--- config.mk ---
export PLATFORM = sky130hd
export DESIGN_NAME = slurm16_cpu_writeback_queue
export DESIGN_NICKNAME = d
export VERILOG_FILES = /design/src/rtl/slurm16_wb_pkg.sv /design/src/rtl/slurm16_cpu_wb_load_fifo.sv /design/src/rtl/slurm16_cpu_writeback_queue.sv
export SDC_FILE = /design/constraint.sdc
export NUM_CORES = 1
export LEC_CHECK = 0
export CAP_MARGIN = 30
export CORE_MARGIN = 1
export CORE_UTILIZATION = 55
export CTS_BUF_LIST = sky130_fd_sc_hd__clkbuf_8
export CTS_CLUSTER_DIAMETER = 150
export DETAILED_ROUTE_END_ITERATION = 16
export GPL_TIMING_DRIVEN = 1
export PLACE_DENSITY = 0.87
export SLEW_MARGIN = 10
export SYNTH_ARGS = -nofsm -noshare
export SYNTH_HDL_FRONTEND = slang
export SYNTH_SLANG_ARGS = --single-unit
--- constraint.sdc ---
create_clock -name CLK -period 5.1 [get_ports CLK]
set_input_delay 0.765 -clock CLK [delete_from_list [all_inputs] [get_ports CLK]]
set_output_delay 0.765 -clock CLK [all_outputs]
set_load 0.03 [all_outputs]
--- src/rtl/slurm16_wb_pkg.sv ---
// Shared encodings for the SLURM16 writeback queue: request kinds, byte-lane
// selects and the register that receives the interrupt return address.
package slurm16_wb_pkg;

    typedef enum logic [1:0] {
        KIND_DIRECT       = 2'd0,
        KIND_LOAD_WORD    = 2'd1,
        KIND_LOAD_BYTE_ZX = 2'd2,
        KIND_LOAD_BYTE_SX = 2'd3
    } wb_kind_t;

    localparam logic [1:0] BYTE_SEL_UPPER = 2'b10;
    localparam logic [1:0] BYTE_SEL_LOWER = 2'b01;

    localparam int INTERRUPT_LINK_REGISTER = 126;

endpackage

--- src/rtl/slurm16_cpu_wb_load_fifo.sv ---
// In-order queue of outstanding loads (dest, kind, byte_sel) with a per-entry
// destination match vector. SLURM16_WB_SCOREBOARD_EN adds a second match port.
module slurm16_cpu_wb_load_fifo
    import slurm16_wb_pkg::*;
#(
    parameter int REGISTER_BITS = 7,
    parameter int DEPTH         = 4
) (
    input  logic                         clk,
    input  logic                         srst,
    input  logic                         push,
    input  logic [REGISTER_BITS-1:0]     push_dest,
    input  wb_kind_t                     push_kind,
    input  logic [1:0]                   push_byte_sel,
    input  logic                         pop,
    output logic [REGISTER_BITS-1:0]     head_dest,
    output wb_kind_t                     head_kind,
    output logic [1:0]                   head_byte_sel,
    output logic                         full,
    output logic                         empty,
    output logic [$clog2(DEPTH+1)-1:0]   count,
    input  logic [REGISTER_BITS-1:0]     match_dest,
    output logic [DEPTH-1:0]             match_vec
`ifdef SLURM16_WB_SCOREBOARD_EN
    ,
    input  logic [REGISTER_BITS-1:0]     query_dest,
    output logic [DEPTH-1:0]             query_vec
`endif
);

    localparam int PTR_W = $clog2(DEPTH);
    localparam int CNT_W = $clog2(DEPTH + 1);

    logic [PTR_W-1:0]         wr_ptr_reg;
    logic [PTR_W-1:0]         rd_ptr_reg;
    logic [CNT_W-1:0]         count_reg;
    logic [DEPTH-1:0]         valid_reg;
    logic [REGISTER_BITS-1:0] dest_mem     [DEPTH];
    wb_kind_t                 kind_mem     [DEPTH];
    logic [1:0]               byte_sel_mem [DEPTH];

    logic push_ok;
    logic pop_ok;

    assign full    = (count_reg == CNT_W'(DEPTH));
    assign empty   = (count_reg == '0);
    assign push_ok = push && !full;
    assign pop_ok  = pop && !empty;
    assign count   = count_reg;

    assign head_dest     = dest_mem[rd_ptr_reg];
    assign head_kind     = kind_mem[rd_ptr_reg];
    assign head_byte_sel = byte_sel_mem[rd_ptr_reg];

    // Pointers are log2(DEPTH) wide, so they wrap modulo DEPTH on their own.
    always_ff @(posedge clk) begin
        if (srst) begin
            wr_ptr_reg <= '0;
            rd_ptr_reg <= '0;
            count_reg  <= '0;
            valid_reg  <= '0;
        end else begin
            if (push_ok) begin
                wr_ptr_reg            <= wr_ptr_reg + 1'b1;
                valid_reg[wr_ptr_reg] <= 1'b1;
            end
            if (pop_ok) begin
                rd_ptr_reg            <= rd_ptr_reg + 1'b1;
                valid_reg[rd_ptr_reg] <= 1'b0;
            end
            case ({push_ok, pop_ok})
                2'b10:   count_reg <= count_reg + 1'b1;
                2'b01:   count_reg <= count_reg - 1'b1;
                default: count_reg <= count_reg;
            endcase
        end
    end

    always_ff @(posedge clk) begin
        if (push_ok) begin
            dest_mem[wr_ptr_reg]     <= push_dest;
            kind_mem[wr_ptr_reg]     <= push_kind;
            byte_sel_mem[wr_ptr_reg] <= push_byte_sel;
        end
    end

    for (genvar gi = 0; gi < DEPTH; gi++) begin : g_match
        assign match_vec[gi] = valid_reg[gi] && (dest_mem[gi] == match_dest);
`ifdef SLURM16_WB_SCOREBOARD_EN
        assign query_vec[gi] = valid_reg[gi] && (dest_mem[gi] == query_dest);
`endif
    end

endmodule

--- src/rtl/slurm16_cpu_writeback_queue.sv ---
// Single-port register writeback arbiter (IRQ link > load retire > direct) with
// an in-order pending-load queue. SLURM16_WB_SCOREBOARD_EN adds query_sel/query_pending.
module slurm16_cpu_writeback_queue
    import slurm16_wb_pkg::*;
#(
    parameter int REGISTER_BITS = 7,
    parameter int BITS          = 16,
    parameter int ADDRESS_BITS  = 16,
    parameter int DEPTH         = 4
) (
    input  logic                         CLK,
    input  logic                         RST,
    input  logic                         in_valid,
    input  logic [1:0]                   in_kind,
    input  logic [REGISTER_BITS-1:0]     in_dest,
    input  logic [BITS-1:0]              in_data,
    input  logic [1:0]                   in_byte_sel,
    output logic                         in_ready,
    input  logic                         mem_valid,
    input  logic [BITS-1:0]              mem_data,
    input  logic                         irq_link_valid,
    input  logic [ADDRESS_BITS-1:0]      irq_link_addr,
    output logic                         reg_wr_en,
    output logic [REGISTER_BITS-1:0]     reg_wr_sel,
    output logic [BITS-1:0]              reg_out,
    output logic [$clog2(DEPTH+1)-1:0]   pending_count,
    output logic                         err_underflow
`ifdef SLURM16_WB_SCOREBOARD_EN
    ,
    input  logic [REGISTER_BITS-1:0]     query_sel,
    output logic                         query_pending
`endif
);

    logic                     fifo_full;
    logic                     fifo_empty;
    logic [DEPTH-1:0]         dest_match_vec;
    logic [REGISTER_BITS-1:0] head_dest;
    wb_kind_t                 head_kind;
    logic [1:0]               head_byte_sel;

    logic is_load;
    logic load_pending_data;
    logic retire;
    logic port_free;
    logic load_push;
    logic direct_accept;

    logic [7:0]      sel_byte;
    logic [BITS-1:0] load_value;
    logic [BITS-1:0] irq_value;

    assign is_load           = (in_kind != 2'(KIND_DIRECT));
    assign load_pending_data = mem_valid && !fifo_empty;
    // An IRQ write holds off the retire; memory keeps mem_valid up until it lands.
    assign retire            = !RST && load_pending_data && !irq_link_valid;
    assign port_free         = !irq_link_valid && !load_pending_data;

    assign in_ready = in_valid && !RST &&
                      (is_load ? !fifo_full : (port_free && !(|dest_match_vec)));

    assign load_push     = in_ready && is_load;
    assign direct_accept = in_ready && !is_load;

    // An invalid byte select leaves sel_byte at zero, which yields 0 for both byte kinds.
    always_comb begin
        sel_byte = 8'h00;
        if (head_byte_sel == BYTE_SEL_UPPER) begin
            sel_byte = mem_data[15:8];
        end else if (head_byte_sel == BYTE_SEL_LOWER) begin
            sel_byte = mem_data[7:0];
        end
        load_value = '0;
        case (head_kind)
            KIND_LOAD_WORD:    load_value = mem_data;
            KIND_LOAD_BYTE_ZX: load_value = BITS'(sel_byte);
            KIND_LOAD_BYTE_SX: load_value = {{(BITS-8){sel_byte[7]}}, sel_byte};
            default:           load_value = '0;
        endcase
    end

    if (ADDRESS_BITS >= BITS) begin : g_link_trunc
        assign irq_value = irq_link_addr[BITS-1:0];
    end else begin : g_link_ext
        assign irq_value = {{(BITS-ADDRESS_BITS){1'b0}}, irq_link_addr};
    end

    // Writes to r0 still consume the port but leave the outputs idle.
    always_ff @(posedge CLK) begin
        if (RST) begin
            reg_wr_en  <= 1'b0;
            reg_wr_sel <= '0;
            reg_out    <= '0;
        end else begin
            reg_wr_en  <= 1'b0;
            reg_wr_sel <= '0;
            reg_out    <= '0;
            if (irq_link_valid) begin
                reg_wr_en  <= 1'b1;
                reg_wr_sel <= REGISTER_BITS'(INTERRUPT_LINK_REGISTER);
                reg_out    <= irq_value;
            end else if (retire) begin
                if (head_dest != '0) begin
                    reg_wr_en  <= 1'b1;
                    reg_wr_sel <= head_dest;
                    reg_out    <= load_value;
                end
            end else if (direct_accept) begin
                if (in_dest != '0) begin
                    reg_wr_en  <= 1'b1;
                    reg_wr_sel <= in_dest;
                    reg_out    <= in_data;
                end
            end
        end
    end

    always_ff @(posedge CLK) begin
        if (RST) begin
            err_underflow <= 1'b0;
        end else if (mem_valid && fifo_empty) begin
            err_underflow <= 1'b1;
        end
    end

`ifdef SLURM16_WB_SCOREBOARD_EN
    logic [DEPTH-1:0] query_vec;
    assign query_pending = (|query_vec) && (query_sel != '0);
`endif

    slurm16_cpu_wb_load_fifo #(
        .REGISTER_BITS (REGISTER_BITS),
        .DEPTH         (DEPTH)
    ) u_load_fifo (
        .clk           (CLK),
        .srst          (RST),
        .push          (load_push),
        .push_dest     (in_dest),
        .push_kind     (wb_kind_t'(in_kind)),
        .push_byte_sel (in_byte_sel),
        .pop           (retire),
        .head_dest     (head_dest),
        .head_kind     (head_kind),
        .head_byte_sel (head_byte_sel),
        .full          (fifo_full),
        .empty         (fifo_empty),
        .count         (pending_count),
        .match_dest    (in_dest),
        .match_vec     (dest_match_vec)
`ifdef SLURM16_WB_SCOREBOARD_EN
        ,
        .query_dest    (query_sel),
        .query_vec     (query_vec)
`endif
    );

endmodule
# Word level (Yosys, flattened, before mapping)
# Memory sizes are Yosys's and may differ from the RTL's. A register that Yosys moved wholly into a read port is not among the register bits.
# Cells that the tools add are included.
[op_classes]
order_cmp = 4
n_shift = 0
n_bitwise = 3
reduce_logical = 32
n_mux = 35
n_addsub = 4
n_eq_ne = 12
mul = 0
div = 0
[ops]
columns = ["op", "count"]
rows = [
  ["$mux 16", 5],
  ["$pmux 16 s3", 1],
  ["$mux 7", 5],
  ["$eq 7x7->1", 4],
  ["$logic_and 1x1->1", 18],
  ["$mux 8", 2],
  ["$reduce_bool 7->1", 2],
  ["$mux 2", 6],
  ["$mux 4", 3],
  ["$mux 1", 10],
  ["$eq 2x2->1 const B", 4],
  ["$logic_not 1->1", 7],
  ["$eq 2x1->1 const B", 3],
  ["$lt 2x3->1 const B", 2],
  ["$pmux 3 s2", 1],
  ["$add 2x1->2 const B", 2],
  ["$and 4x4->4", 1],
  ["$demux 1 s2", 2],
  ["$ge 2x1->1 const B", 2],
  ["$not 4->4", 1],
  ["$or 4x4->4", 1],
  ["$reduce_bool 2->1", 2],
  ["$reduce_or 4->1", 1],
  ["$add 3x1->3 const B", 1],
  ["4 further kinds", 4],
]
[totals]
latch_bits = 0
reg_bits = 36
rom_bits = 0
output_inout_bits = 29
memories = 3
wordCells = 102
mem_bits_rw = 44
inputBits = 64
[memory_table]
columns = ["memory", "words", "word_bits", "read_ports", "rd_ports_with_merged_regs", "write_ports", "line_no", "rtl"]
rows = [
  ["u_load_fifo.dest_mem", 4, 7, 5, 1, 1, "slurm16_cpu_wb_load_fifo.sv:38", "logic [REGISTER_BITS-1:0] dest_mem [DEPTH];"],
  ["u_load_fifo.byte_sel_mem", 4, 2, 1, 1, 1, "slurm16_cpu_wb_load_fifo.sv:40", "logic [1:0] byte_sel_mem [DEPTH];"],
  ["u_load_fifo.kind_mem", 4, 2, 1, 1, 1, "slurm16_cpu_wb_load_fifo.sv:39", "wb_kind_t kind_mem [DEPTH];"],
]

# Depth between registers and ports, before layout
[depth]
depth_word = 14
ltp_mapped = 9

# Cells and area by module
# Synthesis repeated with hierarchy kept, for this count alone.
[hier_totals]
hier_cells = 349
area_unflattened_um2 = 4030.1
[modules_own_cells]
columns = ["mod", "area_per_inst_um2", "instances", "cells_per_inst", "seq_area_each_um2"]
rows = [
  ["slurm16_cpu_wb_load_fifo", 2585.0, 1, 173, 1581.5],
  ["slurm16_cpu_writeback_queue", 1445.1, 1, 176, 500.5],
]

# Worst setup path before layout
# OpenSTA, ideal clock, no wires.
[synth_timing]
path_type = "input-to-output"
from = "in in_dest[4]"
to = "out in_ready"
n_path_buf = 1
stages = 7
arrival_ps = 2336
slack_ps = 1999
cell_sequence = "buf_2 > xnor2_1 > nand4_1 > nor2_1 > nor3_1 > a31oi_1 > nor2_1"
[synth_via]
elab_chain_cells = 7
word_cells_on_any_way = 13
classes_between = "eq/ne: 4; mux: 1; reduce/logical: 8"
[synth_rtl]
columns = ["element", "line_no", "rtl"]
rows = [
  ["from (decl)", "slurm16_cpu_writeback_queue.sv:15", "input logic [REGISTER_BITS-1:0] in_dest,"],
  ["$eq 7x7->1", "slurm16_cpu_wb_load_fifo.sv:88", "assign match_vec[gi] = valid_reg[gi] && (dest_mem[gi] == match_dest);"],
  ["$logic_and 1x1->1", "slurm16_cpu_wb_load_fifo.sv:88", ""],
  ["$reduce_or 4->1 *", "slurm16_cpu_writeback_queue.sv:60", "(is_load ? !fifo_full : (port_free && !(|dest_match_vec)));"],
  ["$logic_not 1->1 *", "slurm16_cpu_writeback_queue.sv:60", ""],
  ["$logic_and 1x1->1 *", "slurm16_cpu_writeback_queue.sv:60", ""],
  ["$mux 1 *", "slurm16_cpu_writeback_queue.sv:60", ""],
  ["$logic_and 1x1->1 *", "slurm16_cpu_writeback_queue.sv:59", "assign in_ready = in_valid && !RST &&"],
  ["to (decl)", "slurm16_cpu_writeback_queue.sv:18", "output logic in_ready,"],
]
# Every way passes the cells marked *; elsewhere a longest branch is shown, timed or not.

# Worst setup path in the final report
[layout_timing]
from = "in in_dest[5]"
to = "out in_ready"
# The elaborated chain is that of the path after synthesis.

==> PnR_summary.wiki <==
{| class="wikitable"
! Metric !! Value
|-
| Sequential share of the synthesized area || a little over half
|-
| Worst path top cell family by delay || buffers and inverters
|-
| Count of H-tree levels built during CTS || 3
|-
| Maximum ir drop on the vdd rail || 0.000259 V
|-
| Startpoint class of the critical path || primary input
|-
| Fin. max-slew vios || 0
|-
| Maximum count of clock buffers along a single path || 2
|-
| Worst Path Buf+Inv || 3
|-
| Number of synthesized flops with an enable pin || 44
|-
| TritonCTS clock tree || done
|-
| Crit path kind || in -> out
|-
| Synth unique cells || 46
|-
| Master cell of the clock root buffer || sky130_fd_sc_hd__clkbuf_8
|-
| Share of power burned in the clock network || about a third
|-
| Initial Utilization || 56.9%
|-
| Total Wirelength || between 9000 and 10000 microns
|-
| Combinational cell fraction of total power || between 10% and 20%
|-
| Share of Yosys cell area claimed by the top area cell type || 34.2%
|-
| Violation count after the first detailed-routing iteration || 208
|-
| Run status || finished, final reports clean
|-
| Dominant combinational cell family by area after synthesis || simple AND/OR/NAND/NOR gates
|-
| Core Rows || 30
|-
| Final Hold Vio Count || 0
|-
| Vias per std cell || roughly 5.7
|-
| Reg2Reg Setup Slack || about 1.9 ns
|-
| Slew at the pin closest to its max-slew limit || 0.874 ns
|-
| Gate count after technology mapping || 319
|-
| Cell depth of the worst hold path || 2
|-
| Most frequently used cell type in the post-synthesis netlist || sky130_fd_sc_hd__edfxtp_1
|-
| Proportion of synthesized area in mux cells || 7.76%
|-
| Global-route wire length before repair || about 15000 microns
|-
| Leakage component of the power || 1.76 nW
|-
| Die area || 7370 sq um
|-
| CTS buffer count || 9
|-
| Syn Nets || slightly below 400
|-
| Vias || around 2900
|-
| Final worst-path cycle share || roughly 76%
|-
| Drt drc || 0
|-
| Total setup violations reported at the end of the flow || 0
|-
| Post-synth design cell area || a little under 4000 sq um
|-
| Die height || 85.9 microns
|-
| Fraction of the mapped netlist area in simple logic gates || 12.4%
|-
| Largest registers ranked by flip-flop count || u_load_fifo.dest_mem (28), reg_out (16)
|-
| Setup ws final || approximately 1.2 ns
|-
| Post-CTS Repair Setup Buffers || 0
|-
| Mean routed wirelength per cell || ~19 microns
|-
| Worst Hold End || err_underflow$_SDFFE_PP0P_
|-
| Compound-Gate Fraction of Synth Area || between 10% and 20%
|-
| Synth warn || 0
|-
| Area growth from synthesis to layout || 31.3%
|-
| NumNets Final || slightly below 500
|-
| Fillers || 462
|-
| Core box area || 6790 sq um
|-
| Average instance area after synthesis || between 10 and 15 sq um
|-
| NetSw || roughly 0.33 mW
|-
| Share of final-layout standard cells stronger than drive strength 1 || 9.42%
|-
| Horizontal extent of the die || 85.9 microns
|-
| Highest Clock Rate || approximately 260 MHz
|-
| Seq pwr share || 50.9%
|-
| Post-CTS resize count || 0
|-
| FFs w/ async S/R, synth || 0%
|-
| Fraction of synthesized cell area in xor and xnor cells || about 7.2%
|-
| Initial antenna violation count || 0
|-
| GRT Resource Usage Total || 27.3%
|-
| Type of the worst min-delay path || reg -> reg
|-
| Register bit total from synthesis || between 80 and 90
|-
| Buffers added on ports || 92
|-
| IO Pins || 93
|-
| Critical Path End Type || output port
|-
| Crit-path max FO || 10
|-
| Critical path required time || ~4.3 ns
|-
| Max stage delay cell, worst path || sky130_fd_sc_hd__clkdlybuf4s50_1
|-
| Largest Register || u_load_fifo.dest_mem
|-
| Number of hold-repair buffers added at the cts stage || 0
|-
| List of most frequent post-synthesis cells || sky130_fd_sc_hd__edfxtp_1, sky130_fd_sc_hd__nor2_1, sky130_fd_sc_hd__dfxtp_1
|-
| Clock slew at the register clock pins of the worst setup and hold paths || 0.08 ns
|-
| Setup slack after placement || roughly 1.2 ns
|-
| Maximum number of pins on one net before global-route repair || 19
|-
| Worst reg2reg path depth || 6
|-
| Clk sink count || roughly 80
|-
| GR Overflow Total || 0
|-
| Final weighted congestion in routability-driven placement || slightly above 0.9
|-
| Antenna violation net count after detailed routing || 0
|-
| Flip-flop count of the largest register, all copies and words added || 28
|-
| Final-layout setup total negative slack || 0 ns
|-
| Remaining max-slew budget at the tightest pin || between 40% and 50%
|-
| Max-cap violation count || 0
|-
| Setup repair after global routing missed its margin || no
|-
| Dominant cell type by area after synthesis || sky130_fd_sc_hd__edfxtp_1
|-
| Most common flop cell mapped by yosys || sky130_fd_sc_hd__edfxtp_1
|-
| Layout Skew || 0.0115 ns
|-
| Power density of the placed cells || 280 nW/um^2
|-
| Area share of fa/ha/maj cells after synthesis || under 10%
|-
| Reg-to-reg endpoint || reg_out[5]$_SDFF_PP0_
|-
| Crit path largest cell delay || approximately 0.76 ns
|-
| Min cycle time layout || 3.87 ns
|-
| Antenna diodes || 0
|-
| Hold path startpoint || err_underflow$_SDFFE_PP0P_
|-
| Skew-Pair Late Insertion Delay || about 0.35 ns
|-
| DRT Pass-1 Iters || 4
|-
| Data arrival, critical path || ~3.1 ns
|-
| Switching Share || 23.4%
|-
| Cell types occupying the most area after synthesis || sky130_fd_sc_hd__edfxtp_1, sky130_fd_sc_hd__dfxtp_1, sky130_fd_sc_hd__xnor2_1, sky130_fd_sc_hd__mux4_2, sky130_fd_sc_hd__nor2_1
|-
| Placed wire-length estimate after detailed placement || between 6000 and 7000 microns
|-
| Sequence of cells on the critical path || clkdlybuf4s50_1 > xnor2_1 > nand4_1 > nor2_1 > nor3_1 > buf_4 > a31oi_1 > nor2_1 > clkdlybuf4s50_1
|-
| Vias in the first global route || approximately 3000
|-
| Internal power contribution || roughly 1.1 mW
|}
==> worst max path at each step <==
stage | start | endpoint | slack, ns | depth (start not counted)
detailed placement | in_dest[1] | in_ready | 1.24 | 9
global placement | in_dest[1] | in_ready | 1.26 | 9
global route | in_dest[0] | in_ready | 1.13 | 9
floorplan | in_dest[4] | in_ready | 2.00 | 7
finish | in_dest[5] | in_ready | 1.23 | 9
CTS | in_dest[1] | in_ready | 1.23 | 9
==> routing by layer <==
layer  vias up  part of all wire [%]  global-route usage, %
met1      1397                    41                   33.1
li1       1370                     -                      -
met3        24                   6.3                   6.74
met5         -                     0                      0
met4         0                   2.6                   12.7
met2       125                    50                   46.0
==> worst register-to-register path: stages (launching register included) <==
cell	delay, ns
sky130_fd_sc_hd__dfxtp_1	0.81
sky130_fd_sc_hd__mux4_2	0.44
sky130_fd_sc_hd__or4_4	0.56
sky130_fd_sc_hd__o41ai_4	0.68
sky130_fd_sc_hd__o21bai_2	0.27
sky130_fd_sc_hd__nor2_1	0.08
sky130_fd_sc_hd__a221o_1	0.27
==> layout by cell type, fill, tap and decap left out, types with 8 or more instances in the layout <==
master	count
sky130_fd_sc_hd__ha_1	9
sky130_fd_sc_hd__xnor2_1	30
sky130_fd_sc_hd__and3b_1	8
sky130_fd_sc_hd__dfxtp_1	38
sky130_fd_sc_hd__nor2_1	43
sky130_fd_sc_hd__a221o_1	9
sky130_fd_sc_hd__clkbuf_8	9
sky130_fd_sc_hd__inv_1	13
sky130_fd_sc_hd__nand4_1	15
sky130_fd_sc_hd__a21oi_1	17
sky130_fd_sc_hd__mux4_2	11
sky130_fd_sc_hd__edfxtp_1	44
sky130_fd_sc_hd__clkdlybuf4s50_1	92
==> metrics by stage <==
stage          cell area, sq um  utilization [%]  total power [mW]  std cells  hold slack (ns)
2_1_floorplan              3870                -             0.843        319            0.478
3_3_place_gp               4870             71.7             0.938        494            0.453
3_5_place_dp               4870             71.7             0.942        494            0.468
4_1_cts                    5080             74.8              1.43        510            0.489
5_1_grt                    5080             74.8              1.47        510            0.508
6_report                   5080             74.8              1.42        510            0.486
==> area by class of cell <==
| cell class | count | area (sq um) | share of cell area (%) |
|---|---|---|---|
| flip-flops and latches | 82 | 2080 | 41.0 |
| inverters | 11 | 41.3 | 0.813 |
| clock buffers | 9 | 124 | 2.44 |
| well taps | 96 | 120 | 2.36 |
| multi-input cells | 206 | 1650 | 32.5 |
| clock inverters | 7 | 86.3 | 1.70 |
| repair buffers | 99 | 973 | 19.2 |
==> power by group through the flow <==
stage / Clock, mW / Sequential, mW / Combinational [mW]
after floorplan: 0 / 0.762 / 0.0806
after global placement: 0 / 0.740 / 0.199
after detailed placement: 0 / 0.740 / 0.202
after CTS: 0.503 / 0.725 / 0.204
after global routing: 0.526 / 0.727 / 0.217
final: 0.495 / 0.725 / 0.204
==> kinds of logic (layout without fill, tap and decap cells) <==
family | Yosys count | after routing
flip-flops | 82 | 82
buffers and inverters | 31 | 126
multiplexers | 16 | 16
adder cells (fa/ha/maj) | 10 | 10
AND/OR/NAND/NOR | 90 | 90
AO/OA/AOI/OAI | 58 | 58
XOR/XNOR | 32 | 32
Power figures use the tool's default switching activity.
